`src/rtl/demux_pkg.sv`:
```
// rtl/demux_pkg.sv - shared state type and default sizes for demux_deser
package demux_pkg;

    typedef enum logic {
        DESHAB = 1'b0,
        HAB    = 1'b1
    } state_t;

    localparam int DEF_WIDTH = 4;
    localparam int DEF_CNT_W = 16;

endpackage

```
`src/rtl/demux_deser_canal.sv`:
```
// rtl/demux_deser_canal.sv - one channel's deserializer: shift register, bit counter, word, valid pulse
// POWER_COUNT_EN adds completion/next-word outputs for the top-level transition counter.
module deser_canal
    import demux_pkg::*;
#(
    parameter int WIDTH = DEF_WIDTH
) (
    input  logic             clk,
    input  logic             reset,
    input  logic             i_captura,
    input  logic             i_limpiar,
    input  logic             i_a,
    output logic [WIDTH-1:0] o_y,
    output logic             o_valid
`ifdef POWER_COUNT_EN
    ,
    output logic             o_done,
    output logic [WIDTH-1:0] o_word_new
`endif
);

    localparam int CW = (WIDTH > 2) ? $clog2(WIDTH) : 1;

    logic [CW-1:0]    r_cnt;
    logic [WIDTH-2:0] r_sr;
    logic [WIDTH-1:0] r_y;
    logic             r_valid;
    logic             w_last;
    logic [WIDTH-1:0] w_word;

    // The final bit goes straight into the word, so the shift register only holds WIDTH-1 bits.
    assign w_last = i_captura && (r_cnt == CW'(WIDTH - 1));
    assign w_word = {i_a, r_sr};

    always_ff @(posedge clk) begin
        if (reset) begin
            r_cnt   <= '0;
            r_sr    <= '0;
            r_y     <= '0;
            r_valid <= 1'b0;
        end else begin
            r_valid <= w_last;
            if (i_limpiar) begin
                r_cnt <= '0;
                r_sr  <= '0;
            end else if (i_captura) begin
                if (w_last) begin
                    r_cnt <= '0;
                    r_y   <= w_word;
                end else begin
                    r_sr[r_cnt] <= i_a;
                    r_cnt       <= r_cnt + CW'(1);
                end
            end
        end
    end

    assign o_y     = r_y;
    assign o_valid = r_valid;
`ifdef POWER_COUNT_EN
    assign o_done     = w_last;
    assign o_word_new = w_word;
`endif

endmodule

```
`src/rtl/demux_deser.sv`:
```
// rtl/demux_deser.sv - 1-to-2 serial demultiplexer/deserializer with enable FSM
// POWER_COUNT_EN adds trans_count, a saturating popcount of word-to-word bit flips.
module demux_deser
    import demux_pkg::*;
#(
    parameter int WIDTH = DEF_WIDTH,
    parameter int CNT_W = DEF_CNT_W
) (
    input  logic             clk,
    input  logic             reset,
    input  logic             notoe,
    input  logic             s,
    input  logic             a,
    output logic [WIDTH-1:0] y0,
    output logic [WIDTH-1:0] y1,
    output logic             valid0,
    output logic             valid1,
    output logic             activo
`ifdef POWER_COUNT_EN
    ,
    output logic [CNT_W-1:0] trans_count
`endif
);

    if (WIDTH < 2 || CNT_W < 1) begin : g_bad_param
        $error("demux_deser: WIDTH must be >= 2 and CNT_W >= 1");
    end

    state_t r_state;
    state_t w_next;
    logic   w_hab;
    logic   w_cap0;
    logic   w_cap1;
    logic   w_abort;

    always_ff @(posedge clk) begin
        if (reset) r_state <= DESHAB;
        else       r_state <= w_next;
    end

    always_comb begin
        w_next = r_state;
        case (r_state)
            DESHAB:  if (!notoe) w_next = HAB;
            HAB:     if (notoe)  w_next = DESHAB;
            default: w_next = DESHAB;
        endcase
    end

    assign w_hab   = (r_state == HAB);
    assign w_cap0  = w_hab && !notoe && !s;
    assign w_cap1  = w_hab && !notoe && s;
    assign w_abort = w_hab && notoe;
    assign activo  = w_hab;

`ifdef POWER_COUNT_EN
    logic             w_done0;
    logic             w_done1;
    logic [WIDTH-1:0] w_new0;
    logic [WIDTH-1:0] w_new1;
    logic [WIDTH-1:0] w_diff;
    logic [CNT_W-1:0] w_pop;
    logic [CNT_W:0]   w_sum;
    logic [CNT_W-1:0] r_tc;
`endif

    deser_canal #(.WIDTH(WIDTH)) u_canal0 (
        .clk       (clk),
        .reset     (reset),
        .i_captura (w_cap0),
        .i_limpiar (w_abort),
        .i_a       (a),
        .o_y       (y0),
        .o_valid   (valid0)
`ifdef POWER_COUNT_EN
        ,
        .o_done    (w_done0),
        .o_word_new(w_new0)
`endif
    );

    deser_canal #(.WIDTH(WIDTH)) u_canal1 (
        .clk       (clk),
        .reset     (reset),
        .i_captura (w_cap1),
        .i_limpiar (w_abort),
        .i_a       (a),
        .o_y       (y1),
        .o_valid   (valid1)
`ifdef POWER_COUNT_EN
        ,
        .o_done    (w_done1),
        .o_word_new(w_new1)
`endif
    );

`ifdef POWER_COUNT_EN
    // At most one channel completes per edge, so one popcount path serves both.
    always_comb begin
        w_diff = w_done0 ? (y0 ^ w_new0) : (y1 ^ w_new1);
        w_pop  = '0;
        for (int i = 0; i < WIDTH; i++) begin
            w_pop = w_pop + CNT_W'(w_diff[i]);
        end
        w_sum = {1'b0, r_tc} + {1'b0, w_pop};
    end

    always_ff @(posedge clk) begin
        if (reset) begin
            r_tc <= '0;
        end else if (w_done0 || w_done1) begin
            r_tc <= w_sum[CNT_W] ? '1 : w_sum[CNT_W-1:0];
        end
    end

    assign trans_count = r_tc;
`endif

endmodule
```
`config.mk`:
```
export PLATFORM = sky130hd
export DESIGN_NAME = demux_deser
export DESIGN_NICKNAME = d
export VERILOG_FILES = /design/src/rtl/demux_pkg.sv /design/src/rtl/demux_deser_canal.sv /design/src/rtl/demux_deser.sv
export SDC_FILE = /design/constraint.sdc
export NUM_CORES = 1
export LEC_CHECK = 0
export ABC_AREA = 1
export CAP_MARGIN = 10
export CORE_MARGIN = 1.5
export CORE_UTILIZATION = 34
export CTS_BUF_LIST = sky130_fd_sc_hd__clkbuf_4 sky130_fd_sc_hd__clkbuf_8
export CTS_CLUSTER_SIZE = 16
export DETAILED_ROUTE_END_ITERATION = 10
export GPL_ROUTABILITY_DRIVEN = 0
export PLACE_DENSITY = 0.55
export SLEW_MARGIN = 10
export SYNTH_ARGS = -nofsm -noshare
export SYNTH_HDL_FRONTEND = slang
export SYNTH_HIERARCHICAL = 1
export SYNTH_SLANG_ARGS = --single-unit
```
`constraint.sdc`:
```
create_clock -name clk -period 1.1 [get_ports clk]
set_input_delay 0.275 -clock clk [delete_from_list [all_inputs] [get_ports clk]]
set_output_delay 0.275 -clock clk [all_outputs]
set_load 0.05 [all_outputs]
```
# Yosys cells after proc, flatten, opt, wreduce, memory -nomap -nowiden
# Index checks and enable logic that the tools add are counted.
# word_totals
out_inout_bits,11
word_cells,44
register_bits,21
input_bits,5
# op_classes
eq_ne,2
n_reduce_logical,15
muxes,9
addsub,2
n_bitwise,3
magnitude_cmp,4
# op_table
cell,n
1-bit logical AND,8
3-bit bitwise mux,2
"2-bit by 3-bit less-than comparator with 1-bit output, second input constant",2
3-bit AND reduction,2
"2-bit by 1-bit adder with 2-bit output, second input constant",2
1-bit demux with 2-bit select,2
"2-bit == test, second input constant",2
"2-bit by 1-bit greater-or-equal comparator with 1-bit output, second input constant",2
2-bit two-way mux,2
2-bit AND reduction,2
1-bit two-way mux,3
1-bit NOT,3
1-bit logical NOT,2
2-bit OR reduction,1

# Logic depth before layout (Yosys ltp)
# depth
word_depth,6
depth_mapped,7
ltp_nobuf,7

# By module
# The synthesis kept the hierarchy.
# modules_own_cells
module,instances,cells_per_inst,area_each_um2
deser_canal,2,67,475.5
demux_deser,1,9,52.6

# Worst setup path before layout
# No wires, ideal clock.
# synth_timing
kind,reg-to-reg
start,reg r_state (netlist: activo)
end,reg u_canal0.r_cnt[0]
t_required_ps,984
stages_incl_launch_ff,6
n_path_buf,0
setup_ps,116
slack_ps,-411
arrival_time_ps,1395
cell_sequence,dfxtp_1 nand2_2 nor2_1 inv_1 o21ai_0 nor2_1
# synth_via
elab_chain_cells,4
word_cells_on_any_way,6
cone_classes,mux: 1; reduce/logical: 5
# synth_lines
item,line_no,source
start: declaration,demux_deser.sv:29,state_t r_state;
start signal: assignment,demux_deser.sv:38,else r_state <= w_next;
1-bit logical AND * (2 in a row),demux_deser.sv:51,assign w_cap0 = w_hab && !notoe && !s;
named net w_cap0,demux_deser.sv:32,logic w_cap0;
1-bit logical AND,demux_deser_canal.sv:32,assign w_last = i_captura && (r_cnt == CW'(WIDTH - 1));
2-bit two-way mux,demux_deser_canal.sv:47,if (w_last) begin
end signal: assignment,demux_deser_canal.sv:52,r_cnt <= r_cnt + CW'(1);
end: declaration,demux_deser_canal.sv:24,logic [CW-1:0] r_cnt;
# Mark *: on every way through the listed nets, which the timed path passes. The rest lies on a longest branch.
# A chain may end at the register's enable or synchronous reset.

# Worst setup path in the final report
# layout_timing
start,reg r_state (netlist: activo)
end,out activo
# layout_rtl
item,line_no,source
end: declaration,demux_deser.sv:18,output logic activo
# No word-level cell between the ends.

==> run metrics <==
routed wire length=2.030 mm; antenna viol nets, final=0; crit share post-route=108.7%; fin worst setup slack=-0.09591 ns; commonest register cell after synthesis=dfxtp_1; CTS tree=yes; YS warnings=6; final instance area=0.001536 mm2; Placeable Area=around 0.0028 mm2; CP Capture Type=primary output; top cells by instance count after synthesis=nor2_1 (35), nand2_1 (31), inv_1 (28); nets@finish=190; Die Wd=roughly 57 um; sequential share of power=60.0%; TritonRoute pass-1 iters=6; CP startpoint kind=register; number of global-route vias before repair=869; initial core utilization=36.08%; library cells used by synthesis=13; Vias/cell=roughly 4.5; Seq/Total Area, Yosys=41.90%; worst slew pin tran=0.2186 ns; antenna violations before repair=0; violated checks=setup timing; Synth Cell Area=about 0.001 mm2; Net Sw Power=0.3202 mW; area leader, netlist=dfxtp_1; LEAKAGE=just over 0.7 nW; top cells by area, synth=dfxtp_1 (42%), nor2_1 (13%), nand2_1 (12%); port bufs=15; synthesized instance count=between 100 and 150; HP Class=in -> reg; FF-to-FF setup slack=-0.06 ns; DR iter-0 viols=15; Async S/R FF share, synth=0%; DP Wirelength=between 1 and 1.5 mm; maximum net fanout on the critical path=2; status=finished with violations; Die ar.=approximately 0.0033 mm2; Clock Latency Late Sink=~0.30 ns; maximum vdd ir drop=0.0007558 V; die height=roughly 57 um; H-tree lvl count=1; Post-synth EDFFs=0; clock slew seen by the registers of the worst setup and hold paths=between 0.1 and 0.15 ns; final setup TNS=-0.3022 ns; Max Cap Viol=0; share of post-route cells with drive strength above 1=36.93%; Wirelength per Cell=9.807 um; Final Hold Slack=roughly 0.29 ns; Power Internal=roughly 0.97 mW; clock network fraction of total power=~30%; Root Buffer Master=clkbuf_4; first-pass GRT wire length=between 3 and 4 mm; antenna cells=0; post-synth top area share=between 40% and 50%; total gr overflow=0; IO Count=16; Critical Path AT=0.92 ns; Cell Pwr Density=about 840 mW/mm2; CTS sink cnt=21; CTS Buffer Depth=2; Final Hold Fails=0; syn avg cell area=about 7 um2; vias=approximately 940; largest net degree at the start of global routing=13; endpoints failing setup=9; Critical Path RT=about 0.82 ns; DRC=0; switching share of power=approximately a quarter; Clock Skews=0.001101 ns; FMAX=approximately 840 MHz; Layout Cells excl Fill=207; combinational share of power=10.3%; Tmin final=~1.2 ns; CTS Hold Bufs=0; unrepaired setup endpoints after global routing=yes; Area growth, synth to finish=53.12%; critical path class=reg -> out; number of buffers created by CTS=3; placed cells=200; max-slew violation count=0; most frequent cell after synthesis=nor2_1; Placed Area=between 0.001 and 0.0015 mm2; row cnt=19; Mapped Nets=between 150 and 200; GR Util All Layers=a little over an eighth; Yosys reg bits=21; Worst slew margin=85.38%
-- path summary, 6_finish.rpt --
check,from,endpoint,cells past startpoint
max,activo,activo,2
min,notoe,activo,2
max reg2reg,activo,u_canal0/o_y[1],8
min reg2reg,u_canal1/r_sr[1],u_canal1/o_y[1],2
-- placed cells by master, fill, tap and decap left out, types with 2 or more instances in the layout --
master	Yosys	routed
a21boi_1	0	2
a21oi_1	2	2
buf_12	0	11
buf_4	0	10
buf_6	0	4
clkbuf_4	0	3
clkdlybuf4s50_1	0	3
dfxtp_1	21	8
dfxtp_2	0	12
ha_1	8	7
inv_1	28	25
inv_2	1	4
nand2_1	31	29
nand2_2	1	2
nand3_1	8	2
nand3_2	0	6
nand3_4	2	2
nor2_1	35	30
nor2_2	0	4
-- registers in the layout, indices dropped and copies added (netlist names) --
name and flops:
u_canal0/r_cnt 2, u_canal0/o_y 4, u_canal1/r_sr 3, u_canal0/o_valid 1, u_canal1/o_y 4, u_canal0/r_sr 3, u_canal1/o_valid 1, u_canal1/r_cnt 2
activo 1
-- what timing repair did --
action | CTS | global route
resized for setup | 24 | 16
buffers inserted | 3 | 0
pin swaps | 4 | 7
setup endpoints to repair | 30 | 31
-- worst max-delay path, cell delays in order (launching register included) --
cell	delay [ns]
dfxtp_4	0.37
buf_6	0.11
buf_12	0.13
-- routing by layer --
metal  vias to the layer above  track usage (%)  share of wire [%]
met5                         -                0                  0
met4                         0            8.970                2.9
met2                        18            24.47                 49
li1                        491                -                  -
met1                       426            14.75                 44
met3                         6            2.494                3.6
-- power by group through the flow --
stage | Combinational (mW) | Sequential, mW | Clock, mW
after floorplan | 0.0398 | 0.795 | 0
after global placement | 0.113 | 0.789 | 0
final | 0.133 | 0.772 | 0.381
after detailed placement | 0.115 | 0.789 | 0
after CTS | 0.125 | 0.771 | 0.405
after global routing | 0.143 | 0.773 | 0.428
-- per-stage QoR --
step / total power, mW / utilization, % / setup WS (ns)
finish: 1.286 / 55.24 / -0.09591
global route: 1.345 / 55.24 / -0.1641
CTS: 1.301 / 53.71 / -0.1067
detailed placement: 0.9037 / 50.11 / -0.3842
global placement: 0.9018 / 50.11 / -0.3696
floorplan: 0.8348 / - / -0.04345
-- final cells by class --
| cell class | instances | area (um2) |
|---|---|---|
| fill | 259 | 1245 |
| multi-input combinational | 93 | 543.0 |
| sequential | 21 | 439.2 |
| timing repair buffer | 29 | 379.1 |
| inverter | 29 | 108.9 |
| tap | 31 | 38.79 |
| clock buffer | 3 | 22.52 |
| clock inverter | 1 | 5.005 |
-- cell families (layout without fill, tap and decap cells) --
group           Yosys count  after routing  synth area share [%]
simple gates             79             79                 33.79
flops                    21             21                 41.89
buf+inv                  29             62                 10.85
fa+ha+maj                 8              8                 9.975
compound gates            6              6                 3.491
No activity file was read; power rests on OpenSTA's default activity.
